==> config.mk <==
export PLATFORM = sky130hd
export DESIGN_NAME = alu_seq_ctrl_flat
export DESIGN_NICKNAME = d
export VERILOG_FILES = /design/src/rtl/alu_pkg.sv /design/src/rtl/alu_seq_ctrl_if.sv /design/src/rtl/alu_lat_lookup.sv /design/src/rtl/alu_seq_ctrl.sv /design/src/flat_wrapper.sv
export SDC_FILE = /design/constraint.sdc
export NUM_CORES = 1
export LEC_CHECK = 0
export BUFFER_PORTS_ARGS = -buffer_cell sky130_fd_sc_hd__buf_2
export CAP_MARGIN = 20
export CORE_MARGIN = 2
export CORE_UTILIZATION = 40
export DETAILED_ROUTE_END_ITERATION = 10
export PLACE_DENSITY_LB_ADDON = 0.1
export SETUP_SLACK_MARGIN = 0.05
export SKIP_CTS_REPAIR_TIMING = 1
export SLEW_MARGIN = 20
export SYNTH_ARGS = -nofsm -noshare
export SYNTH_HDL_FRONTEND = slang
export SYNTH_SLANG_ARGS = --single-unit
==> constraint.sdc <==
create_clock -name clk -period 1.8 [get_ports clk]
set_input_delay 0.09 -clock clk [delete_from_list [all_inputs] [get_ports clk]]
set_output_delay 0.09 -clock clk [all_outputs]
set_load 0.05 [all_outputs]
==> src/rtl/alu_pkg.sv <==
`default_nettype none
// ============================================================================
// Module   : alu_pkg
// Purpose  : Shared opcodes, FSM state encoding and opcode classes for the
//            ALU issue/sequencing stage.
// Revision : 1.0 - initial release
// ============================================================================
package alu_pkg;

    localparam logic [4:0] OP_ADD  = 5'd0;
    localparam logic [4:0] OP_ADDC = 5'd1;
    localparam logic [4:0] OP_SUB  = 5'd2;
    localparam logic [4:0] OP_SUBB = 5'd3;
    localparam logic [4:0] OP_MUL  = 5'd4;
    localparam logic [4:0] OP_FADD = 5'd5;
    localparam logic [4:0] OP_FSUB = 5'd6;
    localparam logic [4:0] OP_FMUL = 5'd7;
    localparam logic [4:0] OP_AND  = 5'd8;
    localparam logic [4:0] OP_OR   = 5'd9;
    localparam logic [4:0] OP_XOR  = 5'd10;
    localparam logic [4:0] OP_NAND = 5'd11;
    localparam logic [4:0] OP_NOR  = 5'd12;
    localparam logic [4:0] OP_XNOR = 5'd13;
    localparam logic [4:0] OP_NOT  = 5'd14;
    localparam logic [4:0] OP_NEG  = 5'd15;

    typedef enum logic [1:0] {
        IDLE = 2'd0,
        EXEC = 2'd1,
        DONE = 2'd2
    } state_t;

    typedef enum logic [2:0] {
        CLS_INT     = 3'd0,
        CLS_MUL     = 3'd1,
        CLS_FADD    = 3'd2,
        CLS_FMUL    = 3'd3,
        CLS_LOGIC   = 3'd4,
        CLS_ILLEGAL = 3'd5
    } op_class_t;

    function automatic op_class_t op_class(input logic [4:0] op);
        op_class_t cls;
        cls = CLS_ILLEGAL;
        if (op <= OP_SUBB)                      cls = CLS_INT;
        else if (op == OP_MUL)                  cls = CLS_MUL;
        else if (op == OP_FADD || op == OP_FSUB) cls = CLS_FADD;
        else if (op == OP_FMUL)                 cls = CLS_FMUL;
        else if (op <= OP_NEG)                  cls = CLS_LOGIC;
        return cls;
    endfunction

endpackage
`default_nettype wire

==> src/rtl/alu_seq_ctrl_if.sv <==
`default_nettype none
// ============================================================================
// Module   : alu_seq_ctrl_if
// Purpose  : Request, ALU-drive and result signals of the ALU issue stage.
// Revision : 1.0 - initial release
// ============================================================================
interface alu_seq_ctrl_if;

    logic        req_valid;
    logic        req_ready;
    logic [4:0]  req_opcode;
    logic [31:0] req_a;
    logic [31:0] req_b;
    logic [4:0]  alu_opcode;
    logic [31:0] alu_a;
    logic [31:0] alu_b;
    logic        alu_enable;
    logic [31:0] alu_out;
    logic        res_valid;
    logic        res_ready;
    logic [31:0] res_data;
    logic        res_err;

    // master: decode stage, ALU and result consumer around the issue stage
    modport master (
        output req_valid, req_opcode, req_a, req_b, alu_out, res_ready,
        input  req_ready, alu_opcode, alu_a, alu_b, alu_enable,
               res_valid, res_data, res_err
    );

    modport slave (
        input  req_valid, req_opcode, req_a, req_b, alu_out, res_ready,
        output req_ready, alu_opcode, alu_a, alu_b, alu_enable,
               res_valid, res_data, res_err
    );

endinterface
`default_nettype wire

==> src/rtl/alu_lat_lookup.sv <==
`default_nettype none
// ============================================================================
// Module   : alu_lat_lookup
// Purpose  : Combinational opcode -> latency (cycles) and illegal-opcode flag.
// Revision : 1.0 - initial release
// ============================================================================
module alu_lat_lookup
    import alu_pkg::*;
#(
    parameter int LAT_INT   = 1,
    parameter int LAT_MUL   = 4,
    parameter int LAT_FADD  = 3,
    parameter int LAT_FMUL  = 4,
    parameter int LAT_LOGIC = 1
) (
    input  wire logic [4:0] opcode,
    output logic      [3:0] lat,
    output logic            illegal
);

    // The 4-bit down-counter can only express latencies of 1..15 cycles.
    generate
        if (LAT_INT   < 1 || LAT_INT   > 15 ||
            LAT_MUL   < 1 || LAT_MUL   > 15 ||
            LAT_FADD  < 1 || LAT_FADD  > 15 ||
            LAT_FMUL  < 1 || LAT_FMUL  > 15 ||
            LAT_LOGIC < 1 || LAT_LOGIC > 15) begin : g_lat_range_err
            $error("alu_lat_lookup: every LAT_* parameter must be in 1..15");
        end
    endgenerate

    always_comb begin
        lat     = 4'd1;
        illegal = 1'b0;
        case (op_class(opcode))
            CLS_INT:   lat = 4'(LAT_INT);
            CLS_MUL:   lat = 4'(LAT_MUL);
            CLS_FADD:  lat = 4'(LAT_FADD);
            CLS_FMUL:  lat = 4'(LAT_FMUL);
            CLS_LOGIC: lat = 4'(LAT_LOGIC);
            default:   illegal = 1'b1;
        endcase
    end

endmodule
`default_nettype wire

==> src/rtl/alu_seq_ctrl.sv <==
`default_nettype none
// ============================================================================
// Module   : alu_seq_ctrl
// Purpose  : Issue/sequencing stage for the non-pipelined ALU; one op in
//            flight. Optional macro ALU_PERF_CNT_EN adds perf_ops/perf_busy.
// Revision : 1.0 - initial release
// ============================================================================
module alu_seq_ctrl
    import alu_pkg::*;
#(
    parameter int LAT_INT   = 1,
    parameter int LAT_MUL   = 4,
    parameter int LAT_FADD  = 3,
    parameter int LAT_FMUL  = 4,
    parameter int LAT_LOGIC = 1
) (
    input  wire logic        clk,
    input  wire logic        rst,
    alu_seq_ctrl_if.slave    bus
`ifdef ALU_PERF_CNT_EN
    ,
    output logic      [31:0] perf_ops,
    output logic      [31:0] perf_busy
`endif
);

    state_t      r_state;
    logic [3:0]  r_cnt;
    logic        r_req_ready;
    logic        r_alu_enable;
    logic [4:0]  r_alu_opcode;
    logic [31:0] r_alu_a;
    logic [31:0] r_alu_b;
    logic        r_res_valid;
    logic [31:0] r_res_data;
    logic        r_res_err;

    logic [3:0]  w_lat;
    logic        w_illegal;
    logic        w_accept;

    alu_lat_lookup #(
        .LAT_INT   (LAT_INT),
        .LAT_MUL   (LAT_MUL),
        .LAT_FADD  (LAT_FADD),
        .LAT_FMUL  (LAT_FMUL),
        .LAT_LOGIC (LAT_LOGIC)
    ) u_lat_lookup (
        .opcode  (bus.req_opcode),
        .lat     (w_lat),
        .illegal (w_illegal)
    );

    assign w_accept = (r_state == IDLE) && r_req_ready && bus.req_valid;

    always_ff @(posedge clk) begin
        if (rst) begin
            r_state      <= IDLE;
            r_cnt        <= 4'd0;
            r_req_ready  <= 1'b1;
            r_alu_enable <= 1'b0;
            r_alu_opcode <= 5'd0;
            r_alu_a      <= 32'd0;
            r_alu_b      <= 32'd0;
            r_res_valid  <= 1'b0;
            r_res_data   <= 32'd0;
            r_res_err    <= 1'b0;
        end else begin
            case (r_state)
                IDLE: begin
                    if (w_accept) begin
                        r_req_ready <= 1'b0;
                        // Illegal opcodes never reach the ALU; report straight away.
                        if (w_illegal) begin
                            r_res_data  <= 32'd0;
                            r_res_err   <= 1'b1;
                            r_res_valid <= 1'b1;
                            r_state     <= DONE;
                        end else begin
                            r_alu_opcode <= bus.req_opcode;
                            r_alu_a      <= bus.req_a;
                            r_alu_b      <= bus.req_b;
                            r_alu_enable <= 1'b1;
                            r_cnt        <= w_lat - 4'd1;
                            r_state      <= EXEC;
                        end
                    end
                end
                EXEC: begin
                    if (r_cnt == 4'd0) begin
                        r_res_data   <= bus.alu_out;
                        r_res_err    <= 1'b0;
                        r_res_valid  <= 1'b1;
                        r_alu_enable <= 1'b0;
                        r_state      <= DONE;
                    end else begin
                        r_cnt <= r_cnt - 4'd1;
                    end
                end
                DONE: begin
                    if (bus.res_ready) begin
                        r_res_valid <= 1'b0;
                        r_req_ready <= 1'b1;
                        r_state     <= IDLE;
                    end
                end
                default: begin
                    r_state      <= IDLE;
                    r_req_ready  <= 1'b1;
                    r_alu_enable <= 1'b0;
                    r_res_valid  <= 1'b0;
                end
            endcase
        end
    end

    assign bus.req_ready  = r_req_ready;
    assign bus.alu_enable = r_alu_enable;
    assign bus.alu_opcode = r_alu_opcode;
    assign bus.alu_a      = r_alu_a;
    assign bus.alu_b      = r_alu_b;
    assign bus.res_valid  = r_res_valid;
    assign bus.res_data   = r_res_data;
    assign bus.res_err    = r_res_err;

`ifdef ALU_PERF_CNT_EN
    logic [31:0] r_perf_ops;
    logic [31:0] r_perf_busy;

    always_ff @(posedge clk) begin
        if (rst) begin
            r_perf_ops  <= 32'd0;
            r_perf_busy <= 32'd0;
        end else begin
            if (w_accept && !w_illegal) r_perf_ops  <= r_perf_ops + 32'd1;
            if (r_state != IDLE)        r_perf_busy <= r_perf_busy + 32'd1;
        end
    end

    assign perf_ops  = r_perf_ops;
    assign perf_busy = r_perf_busy;
`endif

endmodule
`default_nettype wire

==> src/flat_wrapper.sv <==
// flat-port wrapper written by rule: the top's interface ports become plain ports
module alu_seq_ctrl_flat import alu_pkg::*;
#(
    parameter int LAT_INT   = 1,
    parameter int LAT_MUL   = 4,
    parameter int LAT_FADD  = 3,
    parameter int LAT_FMUL  = 4,
    parameter int LAT_LOGIC = 1
)
  (clk, rst, bus_req_valid, bus_req_opcode, bus_req_a, bus_req_b, bus_alu_out, bus_res_ready, bus_req_ready, bus_alu_opcode, bus_alu_a, bus_alu_b, bus_alu_enable, bus_res_valid, bus_res_data, bus_res_err);
  alu_seq_ctrl_if bus_i ();
  input  wire logic clk;
  input  wire logic rst;
  input wire logic [$bits(bus_i.req_valid)-1:0] bus_req_valid;
  input wire logic [$bits(bus_i.req_opcode)-1:0] bus_req_opcode;
  input wire logic [$bits(bus_i.req_a)-1:0] bus_req_a;
  input wire logic [$bits(bus_i.req_b)-1:0] bus_req_b;
  input wire logic [$bits(bus_i.alu_out)-1:0] bus_alu_out;
  input wire logic [$bits(bus_i.res_ready)-1:0] bus_res_ready;
  output wire logic [$bits(bus_i.req_ready)-1:0] bus_req_ready;
  output wire logic [$bits(bus_i.alu_opcode)-1:0] bus_alu_opcode;
  output wire logic [$bits(bus_i.alu_a)-1:0] bus_alu_a;
  output wire logic [$bits(bus_i.alu_b)-1:0] bus_alu_b;
  output wire logic [$bits(bus_i.alu_enable)-1:0] bus_alu_enable;
  output wire logic [$bits(bus_i.res_valid)-1:0] bus_res_valid;
  output wire logic [$bits(bus_i.res_data)-1:0] bus_res_data;
  output wire logic [$bits(bus_i.res_err)-1:0] bus_res_err;
  assign bus_i.req_valid = bus_req_valid;
  assign bus_i.req_opcode = bus_req_opcode;
  assign bus_i.req_a = bus_req_a;
  assign bus_i.req_b = bus_req_b;
  assign bus_i.alu_out = bus_alu_out;
  assign bus_i.res_ready = bus_res_ready;
  assign bus_req_ready = bus_i.req_ready;
  assign bus_alu_opcode = bus_i.alu_opcode;
  assign bus_alu_a = bus_i.alu_a;
  assign bus_alu_b = bus_i.alu_b;
  assign bus_alu_enable = bus_i.alu_enable;
  assign bus_res_valid = bus_i.res_valid;
  assign bus_res_data = bus_i.res_data;
  assign bus_res_err = bus_i.res_err;
  alu_seq_ctrl #(.LAT_INT(LAT_INT), .LAT_MUL(LAT_MUL), .LAT_FADD(LAT_FADD), .LAT_FMUL(LAT_FMUL), .LAT_LOGIC(LAT_LOGIC)) u_core (.clk(clk), .rst(rst), .bus(bus_i));
endmodule
==> impl_metrics.py, run 1 <==
metrics = {
    "outcome": {
        "status": "complete, but fails checks",
        "violations": "hold timing",
    },
    "global_routing": {
        "grt_usage_pct": 18.4,
        "grt_pass1_vias": 3275,
        "grt_pass1_wl_mm": 15.4,
        "antenna_found_initial": 0,
        "grt_overflow": 0,
        "grt_max_degree": 48,
    },
    "cts": {
        "cts_root_buf": "clkbuf_8",
        "cts_tree": "done",
        "cts-buffers-inserted": 9,
        "clk_pin_slew_ps": 100,
        "cts_max_path_buffers": 2,
        "htreeDepth": 3,
        "clkLatencyLatePin_ps": 350,
        "cts.sink_count": 111,
    },
    "worst_setup_path": {
        "worst-path-stages": 5,
        "cp_cell_sequence": "or4_4, mux2i_4, a21oi_2, buf_12, a22o_2",
        "critPathLaunchType": "register",
        "cp_slowest_cell": "or4_4",
        "critPathCaptureType": "register",
        "rrSetupSlack_ps": 120,
        "cp_slowest_stage_delay_ps": 560,
        "critical_path_peak_fanout": 32,
        "crit_buf_inv": 1,
        "critPathArrivalTime_ps": 1910,
        "cp_top_family": "simple AND/OR/NAND/NOR gates",
        "critPathKind": "register to register",
        "cp.required_ps": 2030,
        "reg2reg_depth": 5,
    },
    "drt": {
        "drtIter0Drc": 125,
        "dr.pass1.iters": 5,
        "finalWirelength_mm": 12.0,
        "wl_per_cell_um": 13.8,
        "routed_via_density": 4.75,
        "drc": 0,
        "final_antenna_net_count": 0,
        "routed-via-count": 4114,
    },
    "synth": {
        "yosysTopAreaCellShare_pct": 57.3,
        "netlist_top_cells_area": "dfxtp_1 (57%), nand2_1 (14%), a21oi_1 (9.7%), a22o_1 (6.8%), clkbuf_1 (1.9%)",
        "synth.distinct_cells": 37,
        "yosys-top-cells-count": "nand2_1 (140), dfxtp_1 (111), a21oi_1 (75), a22o_1 (30), clkbuf_1 (20)",
        "synthesis.nets": 539,
        "yosysSeqAreaShare_pct": 57.3,
        "synth_ff_type": "dfxtp_1",
        "yosysWarnings": 0,
        "synthMostInstantiatedCell": "nand2_1",
        "synth_edf_count": 0,
        "async_reset_ff_share_pct": 0,
        "syn_area_mm2": 0.00388,
        "avgSynthCellArea_um2": 8.96,
        "synth_top_area_cell": "dfxtp_1",
        "syn_inst": 433,
        "synth_seq_cells": 111,
    },
    "die": {
        "boundaryPins": 210,
        "die-width_um": 103,
        "die-height_um": 103,
        "rows": 35,
        "initial_core_util_pct": 41.6,
        "die_area_mm2": 0.0105,
        "coreArea_mm2": 0.00933,
    },
    "worst_hold_path": {
        "hold_depth": 3,
        "holdCritPathClass": "primary input to register",
    },
    "timing": {
        "rsz0062_at_grt": "no",
        "fin_skew_ps": 10.9,
        "worst_pin_slew_ps": 407,
        "slew_viol_final": 0,
        "relSlewSlack_pct": 72.9,
        "setup_viol": 0,
        "period_needed_ps": 1680,
        "hold_violations": 6,
        "setup_ws_ps": 124,
        "timing.fmax_mhz": 597,
        "fin_setup_tns_ps": 0,
        "hold_ws_ps": -25.2,
        "fin_crit_sh_pct": 93.1,
    },
    "cells_and_area": {
        "final.fill_count": 762,
        "synthToLayoutAreaGrowth_pct": 61.0,
        "num_antenna_cells": 0,
        "final_cell_count_no_fill": 867,
        "fin_nets": 839,
        "multi_input_area_mm2": 0.00152,
        "drive_gt1_share_pct": 34.6,
        "final-seq-area_mm2": 0.00222,
        "post-route-util_pct": 67.0,
    },
    "placed_design": {
        "dp.cells": 756,
        "hpwl_mm": 7.32,
        "portBuffers": 209,
        "place_ws_ps": 1.84,
        "gp_congestion": 0.775,
    },
    "power": {
        "power-per-cell-area_mw_per_mm2": 819,
        "p_leak_nw": 2.86,
        "peakVddDrop_uv": 479,
    },
    "run": {
        "drv_cap": 0,
    },
}
==> routing by layer <==
layer / part of all wire, % / wire length, um / global-route usage (%)
met4: 1.2 / 141 / 6.15
met2: 50 / 6000 / 31.8
met5: 0 / 0 / 0
met3: 7.0 / 841 / 4.68
met1: 42 / 5000 / 22.3
==> power breakdown <==
group | switching, W | internal [W] | total, W | leakage (nW)
clock network | 0.000790 | 0.000503 | 0.00129 | 0.0716
logic | 0.000743 | 0.000453 | 0.00120 | 1.88
registers | 0.0000588 | 0.00257 | 0.00263 | 0.901
total | 0.00159 | 0.00353 | 0.00512 | 2.86
==> logic make-up after synthesis <==
logic type | after synthesis | share of synthesized area [%]
buffers and inverters | 33 | 4.26
AO/OA/AOI/OAI | 120 | 19.4
multiplexers | 1 | 0.580
flip-flops | 111 | 57.3
AND/OR/NAND/NOR | 166 | 18.0
XOR/XNOR | 1 | 0.226
adder cells (fa/ha/maj) | 1 | 0.322
==> cells in the final DEF, fill, tap and decap left out, drive strengths merged, types with 4 or more instances in the layout <==
master,count
nor3,7
nand2,140
clkbuf,11
o21ai,4
a22o,32
clkinvlp,4
a21oi,76
dlygate4sd3,93
dfxtp,111
buf,228
==> state kept, by name, summed over array words and instances (netlist names) <==
| register | flops |
|---|---|
| u_core.bus.alu_a | 32 |
| u_core.bus.alu_b | 32 |
| u_core.bus.res_data | 32 |
| u_core.bus.alu_opcode | 5 |
| u_core.r_cnt | 4 |
| u_core.r_state | 2 |
| u_core.bus.alu_enable | 1 |
| u_core.bus.req_ready | 1 |
| u_core.bus.res_err | 1 |
| u_core.bus.res_valid | 1 |
==> path summary, 6_finish.rpt <==
kind,startpoint,endpoint
min,bus_req_a[30],u_core.bus.alu_a[30]$_SDFFE_PP0P_
max reg2reg,u_core.r_cnt[2]$_SDFFE_PP0P_,u_core.bus.res_data[31]$_SDFFE_PP0P_
min reg2reg,u_core.bus.alu_b[17]$_SDFFE_PP0P_,u_core.bus.alu_b[17]$_SDFFE_PP0P_
max,u_core.r_cnt[2]$_SDFFE_PP0P_,u_core.bus.res_data[31]$_SDFFE_PP0P_
==> per-stage QoR <==
step	cell area [um2]	power (W)	hold slack, ps
global placement	5120	0.00369	307
CTS	5290	0.00500	-73.1
global route	6250	0.00536	0.655
detailed placement	5120	0.00370	310
floorplan	3890	0.00337	223
finish	6250	0.00512	-25.2
==> layout make-up <==
cell class              count  share of cell area (%)
well taps                 129                    2.58
clock buffers              11                    2.10
repair buffers            321                    34.7
flip-flops and latches    111                    35.6
multi-input cells         289                    24.4
inverters                   1                  0.0601
clock inverters             5                   0.561
==> tightest hold or removal path: cells and delay by family <==
family / cells / cell delay, ps
and+or+nand+nor: 1 / 40
AOI/OAI and AO/OA: 1 / 50
buffers and inverters: 1 / 90
Note: power is estimated with default switching activity, not from simulation.
==> run 2: changes to the inputs <==
CTS_BUF_LIST = sky130_fd_sc_hd__clkbuf_4 sky130_fd_sc_hd__clkbuf_8 sky130_fd_sc_hd__clkbuf_16   (was unset)
PLACE_DENSITY = 0.76   (was unset)
PLACE_DENSITY_LB_ADDON = unset   (was 0.1)
==> run 2 against run 1 <==
  * The flow now finishes without violations
  * Register-to-register slack lost 30 ps
  * Design area increased by 2.5%
  * Count of clock-buffer cells in the layout unchanged
  * First-iteration DRC count rose by 39%
  * Flip-flop and latch count is the same
  * Clock skew is 2.5 ps lower
  * Critical path depth unchanged
  * Global-route usage rose by 0.069 points
  * Hold slack better by 130 ps
  * Total power is 7.4% higher
  * Non-clock buffer count is 11 higher
  * Utilization increased by 1.7 points
  * Critical path type unchanged
  * Critical endpoint is now u_core.bus.res_data[26]$_SDFFE_PP0P_
  * Largest cell class is now non-clock buffers
  * Largest power group unchanged
  * Highest routed layer unchanged
==> impl_metrics.py, run 2 (synthesized netlist as in run 1, its figures left out) <==
metrics = {
    "worst_setup_path": {
        "critical_path_peak_fanout": 16,
        "cp_cell_sequence": "or4_4, mux2i_4, a21oi_4, clkbuf_16, a22o_1",
        "cp.required_ps": 2060,
        "critPathCaptureType": "register",
        "cp_top_family": "simple AND/OR/NAND/NOR gates",
        "cp_slowest_cell": "or4_4",
        "critPathArrivalTime_ps": 1960,
        "critPathLaunchType": "register",
        "crit_buf_inv": 1,
        "cp_slowest_stage_delay_ps": 560,
        "critPathKind": "register to register",
    },
    "timing": {
        "timing.fmax_mhz": 585,
        "hold_violations": 0,
        "setup_viol": 0,
        "period_needed_ps": 1710,
        "fin_skew_ps": 8.39,
        "relSlewSlack_pct": 69.4,
        "slew_viol_final": 0,
        "fin_crit_sh_pct": 94.9,
        "worst_pin_slew_ps": 460,
        "fin_setup_tns_ps": 0,
        "rsz0062_at_grt": "no",
    },
    "cts": {
        "cts_tree": "done",
        "cts-buffers-inserted": 9,
        "cts_max_path_buffers": 2,
        "clkLatencyLatePin_ps": 370,
        "cts_root_buf": "clkbuf_8",
        "cts.sink_count": 111,
        "clk_pin_slew_ps": 100,
        "htreeDepth": 3,
    },
    "die": {
        "die_area_mm2": 0.0105,
        "die-height_um": 103,
        "boundaryPins": 210,
        "die-width_um": 103,
        "coreArea_mm2": 0.00933,
        "initial_core_util_pct": 41.6,
        "rows": 35,
    },
    "global_routing": {
        "grt_overflow": 0,
        "grt_pass1_vias": 3577,
        "grt_max_degree": 51,
        "grt_usage_pct": 18.5,
        "grt_pass1_wl_mm": 15.4,
        "antenna_found_initial": 0,
    },
    "drt": {
        "drtIter0Drc": 174,
        "final_antenna_net_count": 0,
        "routed_via_density": 5.02,
        "routed-via-count": 4407,
        "dr.pass1.iters": 4,
        "finalWirelength_mm": 13.4,
        "wl_per_cell_um": 15.3,
        "drc": 0,
    },
    "power": {
        "p_leak_nw": 2.95,
        "peakVddDrop_uv": 668,
        "power-per-cell-area_mw_per_mm2": 858,
    },
    "cells_and_area": {
        "drive_gt1_share_pct": 34.5,
        "final_cell_count_no_fill": 878,
        "final.fill_count": 699,
        "final_cell_mix": "buf_2 (209), nand2_1 (140), dfxtp_1 (109)",
        "layout_commonest_cell": "buf_2",
        "fin_nets": 850,
        "synthToLayoutAreaGrowth_pct": 65.0,
    },
    "outcome": {
        "status": "complete, no violations",
    },
    "run": {
        "drv_cap": 0,
    },
    "placed_design": {
        "hpwl_mm": 7.52,
        "gp_congestion": 0.801,
        "dp.cells": 757,
        "portBuffers": 209,
    },
    "worst_hold_path": {
        "holdCritPathClass": "primary input to register",
    },
}
run 2: layout make-up:
cell class              count  area, um2  share of cell area, %
inverters                   1       3.75                 0.0586
clock inverters             4       70.1                   1.09
multi-input cells         289       1520                   23.7
flip-flops and latches    111       2220                   34.7
clock buffers              11        145                   2.27
repair buffers            332       2280                   35.6
well taps                 129        161                   2.52
diodes                      1       2.50                 0.0391
run 2: worst min-delay path: cells and delay by family:
kind / cells / cell delay (ps)
AO/OA/AOI/OAI: 2 / 180
AND/OR/NAND/NOR: 1 / 60
buffers and inverters: 1 / 120
run 2: worst paths after layout:
| check | start | end | slack [ps] | cells after the start |
|---|---|---|---|---|
| worst max-delay path | u_core.r_cnt[2]$_SDFFE_PP0P_ | u_core.bus.res_data[26]$_SDFFE_PP0P_ | 90 | 5 |
| worst min-delay path | bus_req_valid | u_core.bus.req_ready$_SDFFE_PP1P_ | 110 | 4 |
| worst max register to register | u_core.r_cnt[2]$_SDFFE_PP0P_ | u_core.bus.res_data[26]$_SDFFE_PP0P_ | 90 | 5 |
| worst min register to register | u_core.bus.alu_b[18]$_SDFFE_PP0P_ | u_core.bus.alu_b[18]$_SDFFE_PP0P_ | 460 | 2 |
run 2: report_power, final:
| part | internal [W] | switching (W) | total [W] |
|---|---|---|---|
| combinational | 0.000475 | 0.000769 | 0.00124 |
| sequential | 0.00257 | 0.0000625 | 0.00263 |
| clock | 0.000826 | 0.000790 | 0.00162 |
run 2: routing by layer:
layer	global-route usage (%)	share of wire, %
met2	33.8	51
met5	0	0
met4	6.26	2.4
met3	7.46	9.5
met1	19.0	37
run 2: metrics by stage:
step / hold WS (ps) / area, um2 / power, W / util, % / setup WS [ps]
5_1_grt: 120 / 6400 / 0.00572 / 68.6 / 41.6
4_1_cts: -84.3 / 5330 / 0.00530 / 57.2 / 21.4
6_report: 110 / 6400 / 0.00549 / 68.7 / 91.4
3_3_place_gp: 308 / 5120 / 0.00368 / 54.8 / 57.0
3_5_place_dp: 309 / 5120 / 0.00370 / 54.8 / 21.1
2_1_floorplan: 223 / 3890 / 0.00337 / - / 73.5
==> run 3: changes to the inputs <==
CORE_UTILIZATION = 43   (was 40)
PLACE_DENSITY = 0.8   (was 0.76)
clock period = 1.6 ns   (was 1.8 ns; I/O delays follow)
==> run 3 against run 2 <==
  * The run now ends with setup timing left
  * First-iteration DRC count is 18% higher
  * Flip-flop and latch count stayed put
  * Wire length is 5.0% higher
  * Die area is 6.7% lower
  * Sequential share of layout area is 1.3 points lower
  * Setup slack worse by 190 ps
  * Combinational power is 23% higher
  * Count of clock-buffer cells in the layout stayed put
  * Hold slack better by 59 ps
  * Sequential power is 13% higher
  * Clock skew is 3.9 ps higher
  * Critical endpoint is now u_core.bus.res_data[30]$_SDFFE_PP0P_
  * Highest routed layer unchanged
==> impl_metrics.py, run 3 (synthesized netlist as in run 1, its figures left out) <==
metrics = {
    "outcome": {
        "status": "complete, but fails checks",
        "violations": "setup timing",
    },
    "drt": {
        "routed_via_density": 5.14,
        "finalWirelength_mm": 14.1,
        "drc": 0,
        "final_antenna_net_count": 0,
        "wl_per_cell_um": 16.2,
        "dr.pass1.iters": 5,
        "drtIter0Drc": 205,
        "routed-via-count": 4471,
    },
    "run": {
        "drv_cap": 0,
    },
    "power": {
        "p_leak_nw": 3.06,
        "peakVddDrop_uv": 734,
        "power-per-cell-area_mw_per_mm2": 938,
        "total_power_w": 0.00626,
    },
    "cells_and_area": {
        "num_antenna_cells": 0,
        "layout_commonest_cell": "buf_2",
        "drive_gt1_share_pct": 38.2,
        "final_cell_count_no_fill": 870,
        "fin_nets": 863,
        "finalInstanceArea_mm2": 0.00667,
        "final.fill_count": 529,
        "final_cell_mix": "buf_2 (209), nand2_1 (137), dfxtp_1 (107)",
        "synthToLayoutAreaGrowth_pct": 71.8,
    },
    "global_routing": {
        "use_met3_pct": 6.31,
        "grt_max_degree": 48,
        "antenna_found_initial": 0,
        "gr-usage-met1_pct": 21.8,
        "grt_pass1_wl_mm": 16.2,
        "grt_usage_pct": 20.0,
        "grt_pass1_vias": 3682,
        "grt_use_met2_pct": 37.2,
        "top_usage_layer": "met2",
        "grt_overflow": 0,
    },
    "placed_design": {
        "gp_congestion": 0.867,
        "dp.cells": 740,
        "portBuffers": 209,
        "place_ws_ps": -95.1,
        "postPlaceCellArea_mm2": 0.00514,
        "hpwl_mm": 7.71,
    },
    "timing": {
        "worst_pin_slew_ps": 518,
        "relSlewSlack_pct": 65.4,
        "rsz0062_at_grt": "yes",
        "slew_viol_final": 0,
        "fin_skew_ps": 12.3,
        "setup_viol": 32,
        "hold_violations": 0,
        "timing.fmax_mhz": 589,
        "fin_setup_tns_ps": -2060,
        "setup_ws_ps": -98.2,
        "fin_crit_sh_pct": 106,
        "period_needed_ps": 1700,
    },
    "cts": {
        "cts-buffers-inserted": 9,
        "cts_tree": "done",
        "htreeDepth": 3,
        "cts.sink_count": 111,
        "cts_root_buf": "clkbuf_8",
        "clkLatencyLatePin_ps": 360,
        "clk_pin_slew_ps": 110,
        "cts_max_path_buffers": 2,
    },
    "worst_setup_path": {
        "crit_buf_inv": 1,
        "critPathKind": "register to register",
        "cp_cell_sequence": "or4_4, mux2i_4, buf_12, a21oi_4, a22o_1",
        "critPathLaunchType": "register",
        "critical_path_peak_fanout": 16,
        "cp_top_family": "simple AND/OR/NAND/NOR gates",
        "cp_slowest_stage_delay_ps": 550,
        "critPathArrivalTime_ps": 1960,
        "cp_slowest_cell": "or4_4",
        "cp.required_ps": 1860,
        "critPathCaptureType": "register",
    },
    "die": {
        "rows": 34,
        "die-width_um": 99.0,
        "coreArea_mm2": 0.00872,
        "boundaryPins": 210,
        "die-height_um": 99.0,
        "die_area_mm2": 0.00980,
        "initial_core_util_pct": 44.5,
    },
    "worst_hold_path": {
        "holdCritPathClass": "primary input to register",
    },
}
==> run 3: changes by cell type in the layout (fill, tap and decap cells not counted), moves of 2 or more <==
cell	previous run	this run
buf_6	0	5
buf_4	18	20
clkinv_2	2	0
nand2_4	0	3
clkinv_4	0	2
dfxtp_4	0	2
a21oi_1	75	66
dfxtp_1	109	107
a21oi_4	1	3
a21oi_2	0	9
clkbuf_16	1	3
nand2_1	140	137
==> run 3: worst reg2reg max path, delay by kind of cell (launching register included) <==
family	cells	cell delay, ps
compound gates	2	370
mux	1	200
simple gates	1	550
flops	1	320
buf+inv	1	150
==> run 3: report_power, final <==
group	total [W]	leakage, nW	internal [W]	switching, W
Sequential	0.00297	0.903	0.00289	0.0000792
Combinational	0.00152	2.05	0.000603	0.000913
Clock	0.00177	0.106	0.000822	0.000946
Total	0.00626	3.06	0.00432	0.00194
==> run 3: layout make-up <==
type	count	area, um2	share of cell area [%]
timing repair buffer	343	2430	36.5
sequential	111	2230	33.5
multi-input combinational	291	1650	24.7
clock buffer	11	151	2.27
tap	108	135	2.03
clock inverter	5	63.8	0.957
inverter	1	3.75	0.0563
==> run 3: worst paths after layout <==
| check | startpoint | to | slack, ps | cells after the start |
|---|---|---|---|---|
| worst max register to register | u_core.r_cnt[3]$_SDFFE_PP0P_ | u_core.bus.res_data[30]$_SDFFE_PP0P_ | -100 | 5 |
| worst max-delay path | u_core.r_cnt[3]$_SDFFE_PP0P_ | u_core.bus.res_data[30]$_SDFFE_PP0P_ | -100 | 5 |
| worst min register to register | u_core.bus.alu_a[15]$_SDFFE_PP0P_ | u_core.bus.alu_a[15]$_SDFFE_PP0P_ | 460 | 2 |
| worst min-delay path | rst | u_core.r_cnt[2]$_SDFFE_PP0P_ | 170 | 2 |
==> run 3: metrics by stage <==
stage,utilization [%],hold slack (ps)
2_1_floorplan,-,213
3_3_place_gp,58.9,298
3_5_place_dp,58.9,300
4_1_cts,61.4,-83.8
5_1_grt,76.5,174
6_report,76.5,169
==> run 3: routing by layer <==
layer | wire length [um] | vias up
li1 | - | 2119
met1 | 5330 | 2121
met2 | 7570 | 216
met3 | 1070 | 15
met4 | 124 | 0
met5 | 0 | -
